[src/rtl/sort4_signed_ctrl.sv]
// Four-entry signed bubble sorter: load four 3-bit operands, sort them with a single
// shared compare-and-swap unit over nine fixed cycles, then stream them out.
module sort4_signed_ctrl #(
    parameter int SORT_DESC = 0
) (
    input  logic       clk,
    input  logic       reset,
    input  logic       start,
    input  logic [2:0] din,
    input  logic       din_valid,
    output logic       din_ready,
    output logic [2:0] dout,
    output logic       dout_valid,
    input  logic       dout_ready,
    output logic       busy,
    output logic       done,
    output logic [2:0] swap_count
);

    localparam int DATA_W = 3;

    localparam logic [1:0] IDLE = 2'd0;
    localparam logic [1:0] LOAD = 2'd1;
    localparam logic [1:0] SORT = 2'd2;
    localparam logic [1:0] OUT  = 2'd3;

    logic [1:0]               state;
    logic signed [DATA_W-1:0] r [0:3];
    logic [1:0]               ld_idx;
    logic [1:0]               pass_idx;
    logic [1:0]               cmp_idx;
    logic [1:0]               cmp_nxt;
    logic [1:0]               out_idx;
    logic [2:0]               swap_cnt;
    logic                     done_q;

    logic signed [DATA_W-1:0] cmp_a;
    logic signed [DATA_W-1:0] cmp_b;
    logic [2:0]               cmp_leg;
    logic                     do_swap;
    logic                     sort_last;
    logic                     load_fire;
    logic                     out_fire;

    // Result is {lt, eq, gt}; exactly one bit is set for any operand pair.
    function automatic logic [2:0] cmp_signed(input logic signed [DATA_W-1:0] a,
                                              input logic signed [DATA_W-1:0] b);
        logic [2:0] leg;
        leg = 3'b000;
        if (a < b)
            leg = 3'b100;
        else if (a == b)
            leg = 3'b010;
        else
            leg = 3'b001;
        return leg;
    endfunction

    // Equal operands never swap, which keeps the sort stable.
    function automatic logic swap_needed(input logic [2:0] leg);
        logic sw;
        if (SORT_DESC != 0)
            sw = leg[2];
        else
            sw = leg[0];
        return sw;
    endfunction

    always_comb begin
        cmp_nxt   = cmp_idx + 2'd1;
        cmp_a     = r[cmp_idx];
        cmp_b     = r[cmp_nxt];
        cmp_leg   = cmp_signed(cmp_a, cmp_b);
        do_swap   = (state == SORT) && swap_needed(cmp_leg);
        sort_last = (pass_idx == 2'd2) && (cmp_idx == 2'd2);
        load_fire = (state == LOAD) && din_valid;
        out_fire  = (state == OUT) && dout_ready;
    end

    always_ff @(posedge clk or posedge reset) begin
        if (reset) begin
            state    <= IDLE;
            ld_idx   <= 2'd0;
            pass_idx <= 2'd0;
            cmp_idx  <= 2'd0;
            out_idx  <= 2'd0;
            swap_cnt <= 3'd0;
            done_q   <= 1'b0;
        end else begin
            done_q <= 1'b0;
            case (state)
                IDLE: begin
                    if (start) begin
                        state    <= LOAD;
                        ld_idx   <= 2'd0;
                        pass_idx <= 2'd0;
                        cmp_idx  <= 2'd0;
                        out_idx  <= 2'd0;
                        swap_cnt <= 3'd0;
                    end
                end
                LOAD: begin
                    if (load_fire) begin
                        ld_idx <= ld_idx + 2'd1;
                        if (ld_idx == 2'd3)
                            state <= SORT;
                    end
                end
                SORT: begin
                    if (do_swap)
                        swap_cnt <= swap_cnt + 3'd1;
                    if (cmp_idx == 2'd2) begin
                        cmp_idx  <= 2'd0;
                        pass_idx <= pass_idx + 2'd1;
                    end else begin
                        cmp_idx <= cmp_nxt;
                    end
                    if (sort_last) begin
                        state    <= OUT;
                        pass_idx <= 2'd0;
                        out_idx  <= 2'd0;
                    end
                end
                OUT: begin
                    if (out_fire) begin
                        out_idx <= out_idx + 2'd1;
                        if (out_idx == 2'd3) begin
                            state  <= IDLE;
                            done_q <= 1'b1;
                        end
                    end
                end
                default: state <= IDLE;
            endcase
        end
    end

    // Register file: written by operand capture and by the compare-and-swap unit.
    always_ff @(posedge clk or posedge reset) begin
        if (reset) begin
            for (int k = 0; k < 4; k++)
                r[k] <= '0;
        end else if (load_fire) begin
            r[ld_idx] <= din;
        end else if (do_swap) begin
            r[cmp_idx] <= cmp_b;
            r[cmp_nxt] <= cmp_a;
        end
    end

    assign din_ready  = (state == LOAD);
    assign dout_valid = (state == OUT);
    assign busy       = (state != IDLE);
    assign done       = done_q;
    assign swap_count = swap_cnt;
    assign dout       = r[out_idx];

endmodule

[config.mk]
export PLATFORM = sky130hd
export DESIGN_NAME = sort4_signed_ctrl
export DESIGN_NICKNAME = d
export VERILOG_FILES = /design/src/rtl/sort4_signed_ctrl.sv
export SDC_FILE = /design/constraint.sdc
export NUM_CORES = 1
export LEC_CHECK = 0
export ABC_AREA = 1
export BUFFER_PORTS_ARGS = -buffer_cell sky130_fd_sc_hd__buf_2
export CORE_MARGIN = 2
export CORE_UTILIZATION = 49
export CTS_CLUSTER_DIAMETER = 50
export DETAILED_ROUTE_END_ITERATION = 10
export PLACE_DENSITY = 0.78
export SYNTH_ARGS = -nofsm -noshare
export SYNTH_HDL_FRONTEND = slang
export SYNTH_SLANG_ARGS = --single-unit
[constraint.sdc]
create_clock -name clk -period 2.3 [get_ports clk]
set_input_delay 0.575 -clock clk [delete_from_list [all_inputs] [get_ports clk]]
set_output_delay 0.575 -clock clk [all_outputs]
set_load 0.05 [all_outputs]
==> results of run 1 <==
## path summary, 6_finish.rpt
kind	cells after the start	slack, ps	end	from
min	3	340	out_idx[1]	reset
min reg2reg	1	520	swap_count[0]	swap_count[0]
max reg2reg	14	130	r[5]	cmp_idx[0]
max	14	130	r[5]	cmp_idx[0]
max in group asynchronous	3	1710	r[7]	reset
min in group clk	1	520	swap_count[0]	swap_count[0]
## timing repair
action,4_1_cts,5_1_grt
setup endpoints to repair,0,12
resized for setup,0,9
setup buffers,0,0
## critical path, delay by kind of cell (launching register included)
kind / cells / cell delay, ps
AOI/OAI and AO/OA: 1 / 130
and+or+nand+nor: 9 / 840
buffers and inverters: 2 / 190
DFF: 1 / 400
adders and majority gates: 2 / 500
## synthesized netlist by cell type (all sizes together)
cell type    n
inv         32
a21oi        9
nand2      128
o21ai       23
ha          20
nand3       48
nor2        16
xor2         1
o22ai        3
o31ai        2
and2         3
o211ai       1
buf          5
nor3         1
or2          2
a31oi        1
dfrtp       26
## per-layer routing
metal	global-route usage	vias to the layer above	wire length [um]
met5	0	-	0
met4	0.0419	0	74
met1	0.356	1029	2580
li1	-	1093	-
met2	0.368	110	2740
met3	0.0323	12	404
## registers in the layout, summed over array words and instances, names as in the netlist
name	cells
cmp_idx	2
done	1
ld_idx	2
out_idx	2
pass_idx	2
r	12
state	2
swap_count	3
## cells by family after synthesis
group           after synthesis  share of synthesized area
compound gates               39                      0.101
xor+xnor                      1                    0.00392
fa+ha+maj                    20                      0.112
buf+inv                      37                     0.0778
flops                        26                      0.291
simple gates                198                      0.415
## per-stage QoR
stage	setup TNS [ps]	cell area, um^2
detailed placement	0	2480
global placement	0	2480
finish	0	2590
floorplan	0	2270
global route	-0.347	2590
CTS	0	2550
## cell type report
type / instances / area, um^2 / area share
inverters: 32 / 123 / 0.0474
clock buffers: 3 / 41.3 / 0.0159
flip-flops and latches: 26 / 651 / 0.251
multi-input cells: 258 / 1480 / 0.573
repair buffers: 30 / 195 / 0.0754
well taps: 52 / 65.1 / 0.0251
clock inverters: 1 / 30.0 / 0.0116
## power by group
group | switching (mW) | total [mW] | internal (mW) | leakage (nW)
clock | 0.145 | 0.378 | 0.233 | 0.0357
sequential | 0.188 | 0.812 | 0.625 | 0.343
combinational | 2.04 | 3.07 | 1.03 | 1.06
==> impl_metrics.env, run 1 <==
export IMPL_outcome="finished, final reports clean"
export IMPL_first_global_vias=1952
export IMPL_min_period_ps=2170
export IMPL_buffer_levels_on_the_longest_clock_path=2
export IMPL_placedCellCount=398
export IMPL_final_common_cell="nand2_1"
export IMPL_post_layout_nonfiller_instances=402
export IMPL_io_pins=18
export IMPL_drt_wl_total_um=5800
export IMPL_dr_first_iter_drc_count=289
export IMPL_initial_utilization=0.510
export IMPL_antenna_diode_instance_count=0
export IMPL_worstSetupStartpointType="flip-flop"
export IMPL_post_route_cells_drive_above_1_share=0.234
export IMPL_antenna_violating_nets_post_route=0
export IMPL_post_drt_via_cell_ratio=5.58
export IMPL_fillers=392
export IMPL_worstPathMaxFanout=6
export IMPL_final_max_slew_viol_count=0
export IMPL_syn2layout_area_growth_pct=15.8
export IMPL_wire_length_of_the_first_global_routing_pass_um=9520
export IMPL_critPathArrivalTime_ps=2340
export IMPL_drc_errors=0
export IMPL_cts_tree="yes"
export IMPL_clk_pin_slew_worst_paths_ps=90
export IMPL_slowest_cp_cell="dfrtp_1"
export IMPL_nNetsFinal=379
export IMPL_die_x_um=71.6
export IMPL_ir_drop_mv=1.12
export IMPL_setup_viol=0
export IMPL_gp_congestion=0.950
export IMPL_p_per_area_nw_per_um2=1650
export IMPL_critPathRequiredTime_ps=2470
export IMPL_fin_hold_ws_ps=337
export IMPL_yosys_area_top_type_share=0.291
export IMPL_synth_cells=321
export IMPL_ctsHtreeMaxLevel=1
export IMPL_synth_cell_area_um2=2240
export IMPL_synthDominantAreaCellType="dfrtp_1"
export IMPL_max_cap_viol_count=0
export IMPL_timing_worst_setup_path_type="flip-flop to flip-flop"
export IMPL_cts_made_buffers=3
export IMPL_placement_setup_worst_slack_ps=87.0
export IMPL_dieArea_um2=5120
export IMPL_detailed_place_hpwl_um=4460
export IMPL_cp_slowest_stage_delay_ps=400
export IMPL_synth_seq_cells=26
export IMPL_avgRoutedWirePerCell_um=14.4
export IMPL_fmax_ghz=0.461
export IMPL_clock_latency_ps=270
export IMPL_synth_area_top_cells="dfrtp_1, nand2_1, ha_1"
export IMPL_final_cell_mix="nand2_1, nand3_1, dfrtp_1, inv_1, ha_1"
export IMPL_root_buffer="clkbuf_8"
export IMPL_fin_crit_sh=0.942
export IMPL_design_power_total_mw=4.26
export IMPL_total_number_of_vias=2244
export IMPL_hold_violations=0
export IMPL_final_setup_worst_slack_ps=133
export IMPL_antenna_violations_before_repair=0
export IMPL_power_static_leakage_nw=1.44
export IMPL_drt_pass1_iterations=5
export IMPL_cp_cell_sequence="inv_2 > ha_4 > inv_4 > nand3_4 > and2_1 > ha_1 > a21oi_1 > nand2_1 > nand2_2 > nand2_4 > nand2_4 > nand2_4 > nand2_1 > nand2_1"
export IMPL_pin_count_of_the_biggest_net_entering_global_routing=27
export IMPL_cts_hold_repair_buffers=0
export IMPL_min_delay_path_class="primary input to asynchronous set/reset pin"
export IMPL_overall_routing_resource_usage=0.237
export IMPL_rows=24
export IMPL_finalClockSkew_ps=3.61
export IMPL_globalRoute_totalOverflow=0
export IMPL_ys_warnings_count=0
export IMPL_yosys_cell_types_count=26
export IMPL_mean_post_synth_cell_area_um2=6.97
export IMPL_yosysSeqAreaShare=0.291
export IMPL_endpoint_kind="flip-flop"
export IMPL_synth_fp_nets=349
export IMPL_postLayoutCoreUtil=0.590
export IMPL_slew_limit_headroom=0.675
export IMPL_core_area_um2=4380
export IMPL_die_h_um=71.6
export IMPL_cts_sink_count=26
export IMPL_tightestPinTransition_ps=482
export IMPL_placement_io_buffers=17
Note: power is estimated with default switching activity, not from simulation.
==> inputs of run 2 (changes only) <==
--- a/config.mk
+++ b/config.mk
@@ -7,11 +7,13 @@
 export LEC_CHECK = 0
 export ABC_AREA = 1
 export BUFFER_PORTS_ARGS = -buffer_cell sky130_fd_sc_hd__buf_2
+export CELL_PAD_IN_SITES_DETAIL_PLACEMENT = 0
+export CELL_PAD_IN_SITES_GLOBAL_PLACEMENT = 1
 export CORE_MARGIN = 2
-export CORE_UTILIZATION = 49
+export CORE_UTILIZATION = 39
 export CTS_CLUSTER_DIAMETER = 50
 export DETAILED_ROUTE_END_ITERATION = 10
-export PLACE_DENSITY = 0.78
+export PLACE_DENSITY = 0.84
 export SYNTH_ARGS = -nofsm -noshare
 export SYNTH_HDL_FRONTEND = slang
 export SYNTH_SLANG_ARGS = --single-unit
==> run 2 against run 1 <==
Net effect: hold slack got worse by 9.0 ps; clock-buffer cell count did not move; fmax fell by 2.1%; sequential share of layout area fell by 1.8 points; die area rose by 24%; global-route usage fell by 4.2 points; wire length rose by 7.1%; register-to-register slack got worse by 50 ps; via count fell by 2.4%; worst setup slack got worse by 46 ps; critical endpoint is now r[0]; largest cell class unchanged.
==> impl_metrics.env, run 2 (same netlist as run 1, synthesis figures left out) <==
export IMPL_postLayoutCoreUtil=0.507
export IMPL_design_area_um2=2790
export IMPL_regMostFlops="r"
export IMPL_ctsHtreeMaxLevel=1
export IMPL_outcome="finished, final reports clean"
export IMPL_min_delay_path_class="primary input to asynchronous set/reset pin"
export IMPL_die_x_um=79.7
export IMPL_die_h_um=79.7
export IMPL_dr_first_iter_drc_count=153
export IMPL_worstSetupStartpointType="flip-flop"
export IMPL_worst_r2r_startpoint="cmp_idx[0]"
export IMPL_drt_pass1_iterations=4
export IMPL_r2r_setup_slack_ps=90
export IMPL_antenna_violating_nets_post_route=0
export IMPL_io_pins=18
export IMPL_fmax_ghz=0.452
export IMPL_rows=27
export IMPL_cp_slowest_stage_delay_ps=430
export IMPL_slowest_cp_cell="dfrtp_1"
export IMPL_first_global_vias=1977
export IMPL_total_number_of_vias=2191
export IMPL_clk_pin_slew_worst_paths_ps=100
export IMPL_tightestPinTransition_ps=372
export IMPL_post_drt_via_cell_ratio=5.16
export IMPL_buffer_levels_on_the_longest_clock_path=2
export IMPL_slew_limit_headroom=0.751
export IMPL_setup_viol=0
export IMPL_detailed_place_hpwl_um=4690
export IMPL_cts_made_buffers=3
export IMPL_max_cap_viol_count=0
export IMPL_reg2reg_to="r[0]"
export IMPL_placement_io_buffers=17
export IMPL_postPlaceCellArea_um2=2500
export IMPL_pin_count_of_the_biggest_net_entering_global_routing=27
export IMPL_final_cell_mix="nand2_1, nand3_1, dfrtp_1, inv_1, buf_2"
export IMPL_nNetsFinal=382
export IMPL_timing_reg2reg_worst_path_depth=14
export IMPL_antenna_diode_instance_count=0
export IMPL_min_period_ps=2210
export IMPL_final_common_cell="nand2_1"
export IMPL_final_max_slew_viol_count=0
export IMPL_avgRoutedWirePerCell_um=14.6
export IMPL_largest_reg_flops=12
export IMPL_worstPathMaxFanout=6
export IMPL_dieArea_um2=6350
export IMPL_globalRoute_totalOverflow=0
export IMPL_critPathRequiredTime_ps=2520
export IMPL_critPathArrivalTime_ps=2440
export IMPL_drt_wl_total_um=6220
export IMPL_root_buffer="clkbuf_8"
export IMPL_fin_crit_sh=0.962
export IMPL_core_area_um2=5510
export IMPL_cts_tree="yes"
export IMPL_initial_utilization=0.406
export IMPL_post_route_cells_drive_above_1_share=0.283
export IMPL_hold_violations=0
export IMPL_cts_sink_count=26
export IMPL_syn2layout_area_growth_pct=24.8
export IMPL_drc_errors=0
export IMPL_cp_cell_sequence="inv_4 > ha_4 > buf_4 > nand3_4 > nand2_4 > ha_4 > inv_1 > a21oi_1 > nand2_1 > nand2_4 > nand2_8 > a21oi_4 > nand2_2 > nand2_1"
export IMPL_fillers=569
export IMPL_wire_length_of_the_first_global_routing_pass_um=9700
export IMPL_clock_latency_ps=280
export IMPL_antenna_violations_before_repair=0
export IMPL_timing_worst_setup_path_type="flip-flop to flip-flop"
export IMPL_gp_congestion=0.832
export IMPL_overall_routing_resource_usage=0.195
export IMPL_finalClockSkew_ps=9.16
export IMPL_endpoint_kind="flip-flop"
==> run 2: cell types whose count changed in the layout (fill, tap and decap cells not counted), moves of 2 or more <==
cell     before  now
buf_6         0    2
nand2_8       0    2
and2_1        3    1
nand2_2      11   15
nand3_4       1    5
nand3_2      10    7
ha_4          1    4
ha_1         19   16
and2_4        0    2
nand2_1     110  103
==> run 2: metal layers <==
| layer | routed length (um) | vias up | GRT usage |
|---|---|---|---|
| met1 | 2920 | 1034 | 0.272 |
| met2 | 3010 | 44 | 0.323 |
| met5 | 0 | - | 0 |
| li1 | - | 1103 | - |
| met3 | 193 | 10 | 0.0147 |
| met4 | 97 | 0 | 0.0534 |
==> run 2: worst max-delay path by stage <==
stage               slack (ps)  endpoint  startpoint
global placement           120      r[0]  cmp_idx[0]
floorplan                   30      r[3]  cmp_idx[0]
detailed placement          60      r[6]  cmp_idx[0]
finish                      90      r[0]  cmp_idx[0]
CTS                         40      r[6]  cmp_idx[0]
global route               -30      r[0]  cmp_idx[0]
==> run 2: cell type report <==
| cell class | instances | area, um^2 | area share |
|---|---|---|---|
| clock inverters | 1 | 30.0 | 0.0108 |
| inverters | 32 | 128 | 0.0457 |
| well taps | 72 | 90.1 | 0.0323 |
| repair buffers | 33 | 225 | 0.0807 |
| flip-flops and latches | 26 | 651 | 0.233 |
| clock buffers | 3 | 41.3 | 0.0148 |
| multi-input cells | 258 | 1630 | 0.583 |
==> run 2: through the flow <==
step / cells / setup TNS (ps) / setup WS [ps] / hold slack, ps
after floorplan: 321 / 0 / 26.5 / 488
after global placement: 417 / 0 / 121 / 506
after detailed placement: 417 / 0 / 63.9 / 507
after CTS: 421 / 0 / 38.2 / 342
after global routing: 425 / -44.4 / -25.8 / 394
final: 425 / 0 / 86.5 / 328
==> run 2: worst max-delay path, delay by kind of cell, from the launching register on <==
family / cells / cell delay [ps]
flops: 1 / 430
simple gates: 7 / 590
buf+inv: 3 / 300
compound gates: 2 / 330
fa+ha+maj: 2 / 500
==> run 2: timing repair <==
item                                    CTS  global route
buffers inserted                          0             4
endpoints found under the setup margin    0            12
hold buffers                              0             0
gates resized for setup                   0            38
Power of run 2 is not shown: default switching activity piles up to over one toggle a cycle in this logic, so the estimate is an artifact.
